File: src/rtl/alu_rr_scheduler.sv
// ---------------------------------------------------------------------------
// alu_rr_scheduler
//   Shares one 8-bit ALU between NUM_REQ requesters. A round-robin arbiter
//   grants one request, the winner's operands are captured, the ALU result is
//   registered one cycle later together with the requester tag, and the
//   response is held until the consumer accepts it.
//
//   Optional build macro: ALU_DIVZERO_ERR_EN
//     defined   : adds rsp_err; divide-by-zero returns 16'hFFFF with rsp_err=1
//     undefined : no rsp_err; divide-by-zero returns 16'h0000
//
// Ports
//   clk        in   system clock, rising edge
//   rst        in   asynchronous active-high reset
//   req_valid  in   [NUM_REQ]     per-requester operation valid
//   req_ready  out  [NUM_REQ]     per-requester accept, one-hot or zero
//   req_a      in   [8*NUM_REQ]   operand a, requester i at [8i+7:8i]
//   req_b      in   [8*NUM_REQ]   operand b, same packing
//   req_op     in   [4*NUM_REQ]   opcode, requester i at [4i+3:4i]
//   rsp_valid  out  result valid
//   rsp_ready  in   consumer accepts result
//   rsp_data   out  [16]   result
//   rsp_id     out  [ID_W] issuing requester index
//   rsp_err    out  divide-by-zero flag (only with ALU_DIVZERO_ERR_EN)
// ---------------------------------------------------------------------------

// Combinational 8-bit ALU producing a 16-bit result.
//   a, b   : operands
//   opcode : operation select
//   out    : 16-bit result (divide by zero yields 0 here; the scheduler
//            substitutes its own value for that case)
module ALU (
    input  logic [7:0]  a,
    input  logic [7:0]  b,
    input  logic [3:0]  opcode,
    output logic [15:0] out
);

    // Operation decode; inverting logic ops fill the upper byte with ones.
    always_comb begin
        out = 16'h0000;
        case (opcode)
            4'b0000: out = {8'h00, a} + {8'h00, b};
            4'b0001: out = {8'h00, a} - {8'h00, b};
            4'b0010: out = {8'h00, a} * {8'h00, b};
            4'b0011: begin
                if (b == 8'h00) begin
                    out = 16'h0000;
                end else begin
                    out = {8'h00, a / b};
                end
            end
            4'b0100: out = {a, b};
            4'b0101: out = {8'h00, a} << 2;
            4'b0110: out = {8'h00, a >> 2};
            4'b0111: out = 16'h0000;
            4'b1000: out = {8'h00, a & b};
            4'b1001: out = {8'h00, a | b};
            4'b1010: out = {8'hFF, ~(a & b)};
            4'b1011: out = {8'hFF, ~(a | b)};
            4'b1100: out = {8'h00, a ^ b};
            4'b1101: out = {8'hFF, ~(a ^ b)};
            default: out = 16'h0000;
        endcase
    end

endmodule

module alu_rr_scheduler #(
    parameter int NUM_REQ = 4,
    parameter int ID_W    = 2
) (
    input  logic                 clk,
    input  logic                 rst,
    input  logic [NUM_REQ-1:0]   req_valid,
    output logic [NUM_REQ-1:0]   req_ready,
    input  logic [8*NUM_REQ-1:0] req_a,
    input  logic [8*NUM_REQ-1:0] req_b,
    input  logic [4*NUM_REQ-1:0] req_op,
    output logic                 rsp_valid,
    input  logic                 rsp_ready,
    output logic [15:0]          rsp_data,
    output logic [ID_W-1:0]      rsp_id
`ifdef ALU_DIVZERO_ERR_EN
    ,
    output logic                 rsp_err
`endif
);

    typedef enum logic [1:0] {
        IDLE = 2'd0,
        EXEC = 2'd1,
        RESP = 2'd2
    } state_t;

    state_t            state_r;
    logic [ID_W-1:0]   ptr_r;
    logic [7:0]        a_r;
    logic [7:0]        b_r;
    logic [3:0]        op_r;
    logic [ID_W-1:0]   id_r;
    logic              rsp_valid_r;
    logic [15:0]       rsp_data_r;
    logic [ID_W-1:0]   rsp_id_r;
`ifdef ALU_DIVZERO_ERR_EN
    logic              rsp_err_r;
`endif

    logic              found_s;
    logic [ID_W-1:0]   winner_s;
    logic [ID_W-1:0]   next_ptr_s;
    logic              grant_s;
    logic [NUM_REQ-1:0] ready_s;
    logic [15:0]       alu_out_s;
    logic              divzero_s;
    logic [15:0]       result_s;

    // Round-robin search: first valid request at or after ptr_r, wrapping.
    always_comb begin
        int idx_v;
        idx_v    = 0;
        found_s  = 1'b0;
        winner_s = '0;
        for (int k = 0; k < NUM_REQ; k++) begin
            idx_v = int'(ptr_r) + k;
            if (idx_v >= NUM_REQ) begin
                idx_v = idx_v - NUM_REQ;
            end else begin
                idx_v = idx_v;
            end
            if (!found_s && req_valid[ID_W'(idx_v)]) begin
                found_s  = 1'b1;
                winner_s = ID_W'(idx_v);
            end else begin
                found_s  = found_s;
            end
        end
    end

    // Grant only in IDLE and never while reset is held; the winner's valid is
    // already high, so a grant is always a completed transfer.
    always_comb begin
        grant_s = found_s && (state_r == IDLE) && !rst;
        ready_s = '0;
        if (grant_s) begin
            ready_s[winner_s] = 1'b1;
        end else begin
            ready_s = '0;
        end
    end

    // Pointer moves to the slot after the winner, modulo NUM_REQ.
    always_comb begin
        if (int'(winner_s) == NUM_REQ - 1) begin
            next_ptr_s = '0;
        end else begin
            next_ptr_s = winner_s + ID_W'(1);
        end
    end

    ALU u_alu (
        .a      (a_r),
        .b      (b_r),
        .opcode (op_r),
        .out    (alu_out_s)
    );

    // Divide-by-zero never forwards the ALU output.
    always_comb begin
        divzero_s = (op_r == 4'b0011) && (b_r == 8'h00);
        if (divzero_s) begin
`ifdef ALU_DIVZERO_ERR_EN
            result_s = 16'hFFFF;
`else
            result_s = 16'h0000;
`endif
        end else begin
            result_s = alu_out_s;
        end
    end

    // Scheduler FSM: capture on grant, register result, hold until accepted.
    always_ff @(posedge clk or posedge rst) begin
        if (rst) begin
            state_r     <= IDLE;
            ptr_r       <= '0;
            a_r         <= 8'h00;
            b_r         <= 8'h00;
            op_r        <= 4'h0;
            id_r        <= '0;
            rsp_valid_r <= 1'b0;
            rsp_data_r  <= 16'h0000;
            rsp_id_r    <= '0;
`ifdef ALU_DIVZERO_ERR_EN
            rsp_err_r   <= 1'b0;
`endif
        end else begin
            case (state_r)
                IDLE: begin
                    if (grant_s) begin
                        a_r     <= req_a[{winner_s, 3'b000} +: 8];
                        b_r     <= req_b[{winner_s, 3'b000} +: 8];
                        op_r    <= req_op[{winner_s, 2'b00} +: 4];
                        id_r    <= winner_s;
                        ptr_r   <= next_ptr_s;
                        state_r <= EXEC;
                    end else begin
                        state_r <= IDLE;
                    end
                end
                EXEC: begin
                    rsp_data_r  <= result_s;
                    rsp_id_r    <= id_r;
                    rsp_valid_r <= 1'b1;
`ifdef ALU_DIVZERO_ERR_EN
                    rsp_err_r   <= divzero_s;
`endif
                    state_r     <= RESP;
                end
                RESP: begin
                    if (rsp_ready) begin
                        rsp_valid_r <= 1'b0;
                        state_r     <= IDLE;
                    end else begin
                        state_r     <= RESP;
                    end
                end
                default: begin
                    rsp_valid_r <= 1'b0;
                    state_r     <= IDLE;
                end
            endcase
        end
    end

    assign req_ready = ready_s;
    assign rsp_valid = rsp_valid_r;
    assign rsp_data  = rsp_data_r;
    assign rsp_id    = rsp_id_r;
`ifdef ALU_DIVZERO_ERR_EN
    assign rsp_err   = rsp_err_r;
`endif

endmodule

File: config.mk
export PLATFORM = sky130hd
export DESIGN_NAME = alu_rr_scheduler
export DESIGN_NICKNAME = d
export VERILOG_FILES = /design/src/rtl/alu_rr_scheduler.sv
export SDC_FILE = /design/constraint.sdc
export NUM_CORES = 1
export LEC_CHECK = 0
export BUFFER_PORTS_ARGS = -buffer_cell sky130_fd_sc_hd__buf_2
export CAP_MARGIN = 20
export CORE_UTILIZATION = 28
export CTS_BUF_LIST = sky130_fd_sc_hd__clkbuf_16
export DETAILED_ROUTE_END_ITERATION = 7
export PLACE_DENSITY = 0.56
export SLEW_MARGIN = 20
export SYNTH_ARGS = -nofsm -noshare
export SYNTH_HDL_FRONTEND = slang
export SYNTH_SLANG_ARGS = --single-unit
File: constraint.sdc
create_clock -name clk -period 14.71 [get_ports clk]
set_clock_uncertainty 0.15 [all_clocks]
set_input_delay 1.471 -clock clk [delete_from_list [all_inputs] [get_ports clk]]
set_output_delay 1.471 -clock clk [all_outputs]
set_load 0.02 [all_outputs]
# == Yosys cells after proc, flatten, opt, wreduce, memory -nomap -nowiden ==
# Index checks and enable logic that the tools add are counted.
# word_totals
register_bits,45
latchBits,0
mem_bits_rw,0
romBits,0
input_bits,87
output_inout_bits,23
wordCells,109
mem_count,0
# op_classes
addsub,10
n_mul,1
n_div,1
order_cmp,10
n_eq_ne,16
shifts,3
mux,36
bitwise_logic,7
reduce_logical,16
# op_table
op,count
$pmux 16 s13,1
$shiftx 32x6->8,2
$eq 4x4->1 const B,6
$not 8->8,3
$mux 2,10
$lt 2x4->1 const B,4
$mul 8x8->16,1
$mux 16,1
$shiftx 16x5->4,1
$mux 1,15
$eq 4x3->1 const B,3
$add 8x8->9,1
$ge 3x3->1 const B,3
$sub 8x8->9,1
$and 8x8->8,1
$bmux 1 s2,4
$div 8x8->8,1
$eq 4x2->1 const B,2
$logic_not 8->1,1
$mux 8,1
$or 8x8->8,1
$sub 2x1->2 const B,4
$xor 8x8->8,1
$logic_and 1x1->1,7
other kinds (19),25

# == Longest topological paths before layout ==
# Gate-level depths: netlist of run 1.
# logic_depth
depth_word,20
ltp_mapped,50
depth_no_buf,49

# == Cells and area by module ==
# Synthesis of run 1 repeated with hierarchy kept, for this count alone.
# unflattened
hier_cells,926
area_unflattened_um2,7753.7
# by_module_without_submodules
module,n_inst,cells_per_inst,area_per_inst_um2,seq_area_each_um2
ALU,1,722,5390.2,0.0
alu_rr_scheduler,1,204,2363.5,1126.1

# == Worst setup path before layout of run 1 ==
# Ideal clock, no wire load.
# synth_path
kind,register -> register
start,register b_r[6]
end,register rsp_data_r[0] (netlist: rsp_data[0])
setup_ns,0.144
t_arrival_ns,10.477
t_required_ns,14.416
path_slack_ns,3.939
path_stages_with_launch,46
path_buffers,1
period_less_slack_ns,10.771
cell_sequence,dfrtp_1 buf_6 nor4_1 nand2_1 nor2_1 a21oi_1 a21oi_1 ha_1 o21a_1 a221oi_1 a2bb2oi_1 ha_1 a21oi_1 a2111oi_4 inv_1 mux2_2 ha_1 a21boi_0 [... 10 more ...] a31oi_1 o21ai_1 nor2_1 a21oi_1 ha_1 o21a_1 nor4_1 o41ai_1 a211oi_1 nor2_1 mux2_2 ha_1 o21a_1 o21ai_0 a21oi_1 o21a_1 o21ai_0 a311oi_1
# synth_between
elab_chain_len,4
elab_cells_between_ends,6
cone_classes,1 x div; 3 x mux; 2 x reduce/logical
# synth_rtl
element,line,rtl
from (decl),99,logic [7:0] b_r;
from (signal assigned),202,"b_r <= req_b[{winner_s, 3'b000} +: 8];"
$div 8x8->8 or $logic_not 8->1 (tied branches),"50, 47, 170",
$mux 8,47,if (b == 8'h00) begin
$pmux 16 s13,42,case (opcode)
$mux 16 *,171,if (divzero_s) begin
to (signal assigned),212,rsp_data_r <= result_s;
to (decl),103,logic [15:0] rsp_data_r;
# Mark *: on every way between the ends. The rest lies on a longest branch, timed or not.
# A chain may end at the register's enable or synchronous reset.

# == Worst setup path in the final report of run 1 ==
# layout_path
start,register b_r[7]
end,register rsp_data_r[0] (netlist: rsp_data[0])
# Same word-level chain as after synthesis.

==> flow_summary.yaml, run 1 <==
grt:
  track_usage_pct: 17.6
  grt_first_pass_wirelength_mm: 38.9
  antenna_found_initial: 0
  grt_pass1_vias: 7110
  grt_max_degree: 46
  grt-ovfl-total: 0
floorplanning:
  die-width_um: 166
  fp.dieH_um: 166
  start_util_pct: 28.8
  core_mm2: 0.0263
  die-area_mm2: 0.0277
  num_rows: 59
  io_pins: 110
clock_tree:
  numClockSinks: 45
  cts_resized: 0
  tritoncts: "yes"
  clkLatencyLatePin_ns: 0.30
  clk_pin_slew_ns: 0.07
  cts_setup_buffers: 0
  ctsHtreeMaxLevel: 2
  root_buffer: "clkbuf_16"
  cts_buffers: 5
  clockBufferDepth: 2
  ctsHoldBuffers: 0
final_layout:
  final_cell_mix: "nand2_1 (191), buf_2 (109), ha_1 (103), inv_1 (85), nor2_1 (73)"
  drive_gt1_share_pct: 14.3
  diodes: 0
  final_common_cell: "nand2_1"
  finalNonFillerCells: 1417
  area_growth_pct: 13.4
  finalNetCount: 1310
sta:
  setup_viol: 0
  post-route-min-period_ns: 12.71
  final.period_utilization_pct: 86.4
  maxSlewViolCount: 0
  rsz0062_at_grt: "false"
  finalSetupTns_ns: 0
  finalHoldViolations: 0
  relSlewSlack_pct: 33.4
  worst_pin_slew_ns: 0.973
  max_clock_freq_mhz: 78.7
synth:
  syn-cell-area_mm2: 0.00757
  syn-num-nets: 1234
  seq_area_frac_synth_pct: 14.9
  syn_avg_cell_area_um2: 7.52
  synth_enable_flop_cells: 0
  ys.flop_type: "dfrtp_1"
  ys_ff_latch: 45
  syn_inst: 1006
  async_flop_share_pct: 100
  synth_cell_types: 66
  yosysWarnings: 0
routing:
  dr.pass1.iters: 7
  wl_mm: 24.8
  drc_errors: 0
  wire_per_inst_um: 17.5
  avgViaCountPerCell: 5.38
  dr_total_vias: 7625
  ant_nets: 0
  initialDrtViolationCount: 817
flow_run:
  cap_viol_max_count: 0
worst_setup_path:
  endpoint_kind: "register"
  start_kind: "register"
  slowest_stage: "nor4_1"
  worstSetupPathType: "register to register"
  slowest_delay_ns: 0.72
  crit_fanout: 13
  critPathMostFrequentCell: "ha_1"
  crit_arrival_ns: 12.69
  required_ns: 14.70
place:
  dp_hpwl_mm: 18.9
  post-place-cells: 1410
  routabilityCongestion: 0.930
  portBuffers: 109
hold_path:
  holdCritPathClass: "register to register"
outcome:
  status: "completed"
per-layer routing:
layer  share of wire, %  wire (µm)  track usage [%]
met1                 46      11400             25.3
met2                 43      10600             27.2
met3                7.7       1900             1.50
met4                3.6        901             6.64
met5                  0          0                0
kinds of logic (layout without fill, tap and decap cells):
family,count (synthesis),after routing,synth area share (%)
buf+inv,144,220,7.31
compound gates,258,258,23.0
xor+xnor,30,30,3.47
mux,23,23,3.37
simple gates,365,365,20.9
flops,45,45,14.9
fa+ha+maj,141,141,27.1
sequential cells by signal, summed over array words and instances, names as in the netlist:
name,cells
state_r,2
rsp_id,2
rsp_valid,1
a_r,8
op_r,4
id_r,2
rsp_data,16
b_r,8
ptr_r,2
stage by stage:
stage	hold WS [ns]	instance area [µm²]	utilization (%)	worst slack, ns
after floorplan	0.289	7570	-	3.94
after global placement	0.306	8440	32.1	2.56
after detailed placement	0.312	8440	32.1	2.23
after CTS	0.329	8580	32.6	2.17
after global routing	0.336	8580	32.6	1.06
final	0.322	8580	32.6	2.00
layout make-up:
| type | instances | area [µm²] |
|---|---|---|
| well taps | 335 | 419 |
| clock inverters | 2 | 12.5 |
| flip-flops and latches | 45 | 1130 |
| multi-input cells | 817 | 5900 |
| clock buffers | 5 | 125 |
| inverters | 88 | 332 |
| repair buffers | 125 | 666 |
| fillers | 2856 | 17700 |
synthesized netlist by cell type, drive strengths merged, types with 4 or more instances:
| master | number | area share (%) |
|---|---|---|
| a211oi | 13 | 1.3 |
| a21boi | 7 | 0.69 |
| a21o | 9 | 0.89 |
| a21oi | 43 | 2.8 |
| a221o | 5 | 0.68 |
| a221oi | 5 | 0.58 |
| a22oi | 4 | 0.40 |
| a31oi | 7 | 0.58 |
| and2 | 6 | 0.50 |
| and3 | 4 | 0.35 |
| buf | 5 | 0.41 |
| clkbuf | 51 | 2.5 |
| dfrtp | 45 | 15 |
| fa | 38 | 10 |
| ha | 103 | 17 |
| inv | 85 | 4.2 |
| mux2 | 11 | 1.8 |
| mux2i | 12 | 1.6 |
| nand2 | 191 | 9.5 |
| nand2b | 10 | 0.83 |
| nand3 | 29 | 1.9 |
| nand4 | 4 | 0.33 |
| nor2 | 73 | 3.6 |
| nor2b | 8 | 0.66 |
| nor3 | 18 | 1.2 |
| nor4 | 5 | 0.41 |
| o211ai | 29 | 2.9 |
| o21a | 18 | 1.8 |
| o21ai | 67 | 4.4 |
| o21bai | 4 | 0.40 |
| o221ai | 4 | 0.46 |
| o22ai | 5 | 0.41 |
| o31ai | 6 | 0.60 |
| or3 | 9 | 0.81 |
| xnor2 | 23 | 2.7 |
| xor2 | 7 | 0.81 |
worst max-delay path, delay by kind of cell, from the launching register on:
kind | cells | cell delay [ns]
AO/OA/AOI/OAI | 23 | 5.16
flip-flops | 1 | 0.56
adder cells (fa/ha/maj) | 7 | 1.95
multiplexers | 4 | 1.44
AND/OR/NAND/NOR | 8 | 2.85
buffers and inverters | 2 | 0.38
worst paths after layout:
kind / slack (ns) / end / startpoint / depth (start not counted)
setup / recovery: 2.00 / rsp_data[0]$_DFFE_PP0P_ / b_r[7]$_DFFE_PP0P_ / 44
hold / removal: 0.32 / rsp_id[1]$_DFFE_PP0P_ / id_r[1]$_DFFE_PP0P_ / 2
setup reg to reg: 2.00 / rsp_data[0]$_DFFE_PP0P_ / b_r[7]$_DFFE_PP0P_ / 44
hold reg to reg: 0.32 / rsp_id[1]$_DFFE_PP0P_ / id_r[1]$_DFFE_PP0P_ / 2
max in group asynchronous: 12.78 / a_r[1]$_DFFE_PP0P_ / rst / 2
min in group asynchronous: 1.15 / rsp_valid$_DFFE_PP0P_ / rst / 2
Power of run 1 is left out: the tool's default activity adds up to more than one toggle a clock period on the data nets, which glitch-free logic cannot reach.
==> inputs of run 2 (changes only) <==
--- a/config.mk
+++ b/config.mk
@@ -7,11 +7,13 @@
 export LEC_CHECK = 0
 export BUFFER_PORTS_ARGS = -buffer_cell sky130_fd_sc_hd__buf_2
 export CAP_MARGIN = 20
+export CORE_MARGIN = 3
 export CORE_UTILIZATION = 28
 export CTS_BUF_LIST = sky130_fd_sc_hd__clkbuf_16
 export DETAILED_ROUTE_END_ITERATION = 7
-export PLACE_DENSITY = 0.56
+export PLACE_DENSITY = 0.45
 export SLEW_MARGIN = 20
 export SYNTH_ARGS = -nofsm -noshare
 export SYNTH_HDL_FRONTEND = slang
+export SYNTH_HIERARCHICAL = 1
 export SYNTH_SLANG_ARGS = --single-unit
==> run 2 against run 1 <==
Net effect:
- setup slack improved by 1.1 ns
- critical endpoint unchanged
- sequential cell count unchanged
- sequential share of layout area decreased by 0.27 points
- critical path depth increased by 1
- largest cell class unchanged
==> flow_summary.yaml, run 2 <==
sta:
  max_clock_freq_mhz: 85.8
  relSlewSlack_pct: 35.2
  maxSlewViolCount: 0
  setup_viol: 0
  finalHoldViolations: 0
  worst_pin_slew_ns: 0.967
  final.period_utilization_pct: 79.2
  post-route-min-period_ns: 11.65
  rsz0062_at_grt: "false"
  finalSetupTns_ns: 0
place:
  routabilityCongestion: 0.899
  portBuffers: 109
  post-place-cells: 1368
  post_dp_cell_area_mm2: 0.00861
  dp_hpwl_mm: 20.0
clock_tree:
  clockBufferDepth: 2
  ctsHtreeMaxLevel: 2
  cts_resized: 0
  cts_setup_buffers: 0
  clk_pin_slew_ns: 0.07
  cts_buffers: 5
  ctsHoldBuffers: 0
  clkLatencyLatePin_ns: 0.30
  numClockSinks: 45
  tritoncts: "yes"
  root_buffer: "clkbuf_16"
floorplanning:
  start_util_pct: 28.6
  core_mm2: 0.0271
  num_rows: 60
  die-area_mm2: 0.0297
  die-width_um: 172
  io_pins: 110
  fp.dieH_um: 172
synth:
  syn_avg_cell_area_um2: 8.37
  ys_ff_latch: 45
  synth_largest_area_cell: "ha_1"
  yosys-top-cells-area: "ha_1 (16%), dfrtp_1 (15%), fa_1 (9.8%), mux2i_1 (7.1%), inv_1 (4.4%)"
  ys.flop_type: "dfrtp_1"
  yosysWarnings: 6
  synth_cell_types: 80
  synth_enable_flop_cells: 0
  syn-num-nets: 1152
  seq_area_frac_synth_pct: 14.5
  async_flop_share_pct: 100
  yosysMostFrequentCell: "ha_1"
  syn-cell-area_mm2: 0.00775
  syn_inst: 926
  yosys.area.top_type_share_pct: 16.3
  synth_common_cells: "ha_1 (101), inv_1 (90), nand2_1 (87)"
routing:
  initialDrtViolationCount: 523
  wire_per_inst_um: 18.9
  wl_mm: 26.1
  dr.pass1.iters: 7
  avgViaCountPerCell: 5.25
  drc_errors: 0
  ant_nets: 0
  dr_total_vias: 7225
grt:
  grt_first_pass_wirelength_mm: 40.8
  track_usage_pct: 17.6
  antenna_found_initial: 0
  grt-ovfl-total: 0
  grt_max_degree: 46
  use_met2_pct: 28.3
  grt.met1_usage_pct: 24.7
  grt_pass1_vias: 7172
  grt_use_met3_pct: 2.06
  busiest_layer: "met2"
worst_setup_path:
  endpoint_kind: "register"
  required_ns: 14.76
  slowest_stage: "or4_4"
  crit_arrival_ns: 11.70
  worstSetupPathType: "register to register"
  slowest_delay_ns: 0.67
  critPathMostFrequentCell: "ha_1"
  start_kind: "register"
  r2r_setup_slack_ns: 3.06
  crit_fanout: 17
final_layout:
  final_area_mm2: 0.00876
  finalNonFillerCells: 1376
  fillers: 2946
  final_common_cell: "buf_2"
  finalNetCount: 1229
  fin_util_pct: 32.3
  final_cell_mix: "buf_2 (109), ha_1 (101), inv_1 (89), nand2_1 (87), nor2_1 (58)"
  largest_reg_flops: 16
  diodes: 0
  drive_gt1_share_pct: 16.5
  area_growth_pct: 13.0
outcome:
  status: "completed"
flow_run:
  cap_viol_max_count: 0
hold_path:
  holdCritPathClass: "register to register"
run 2: routing by layer:
layer  vias to the layer above  share of wire (%)
li1                       3486                  -
met1                      3483                 46
met2                       214                 46
met3                        42                4.7
met4                         0                2.7
met5                         -                  0
run 2: kinds of logic after synthesis:
logic type	count (synthesis)	share of synthesized area (%)
xor gates and xnor gates	39	4.41
DFF	45	14.5
muxes	63	8.26
adders and majority gates	139	26.1
buffers and inverters	146	8.10
and+or+nand+nor	242	15.1
AOI/OAI and AO/OA	252	23.5
run 2: worst paths after layout:
| path | endpoint | depth (start not counted) | startpoint |
|---|---|---|---|
| max reg2reg | rsp_data[0]$_DFFE_PP0P_ | 45 | b_r[7]$_DFFE_PP0P_ |
| min in group asynchronous | ptr_r[0]$_DFFE_PP0P_ | 2 | rst |
| max | rsp_data[0]$_DFFE_PP0P_ | 45 | b_r[7]$_DFFE_PP0P_ |
| max in group asynchronous | rsp_id[1]$_DFFE_PP0P_ | 2 | rst |
| min reg2reg | id_r[1]$_DFFE_PP0P_ | 2 | id_r[1]$_DFFE_PP0P_ |
| min | id_r[1]$_DFFE_PP0P_ | 2 | id_r[1]$_DFFE_PP0P_ |
run 2: area by class of cell:
type	instances	area (µm²)	area share (%)
multi-input combinational	735	6000	68.6
tap	372	465	5.31
clock buffer	5	125	1.43
sequential	45	1130	12.9
inverter	93	365	4.17
clock inverter	3	21.3	0.243
timing repair buffer	123	651	7.43
run 2: worst max-delay path: cells and delay by family (launching register included):
kind,cells,cell delay [ns]
AOI/OAI and AO/OA,21,4.08
and+or+nand+nor,13,3.45
adders and majority gates,7,1.95
muxes,3,1.11
DFF,1,0.60
buffers and inverters,1,0.19
run 2: metrics by stage:
step | hold slack [ns] | worst slack, ns
global route | 0.376 | 2.07
finish | 0.330 | 3.06
floorplan | 0.292 | 4.24
CTS | 0.332 | 3.16
detailed placement | 0.317 | 3.24
global placement | 0.329 | 3.49
Power of run 2 is left out for the same reason.
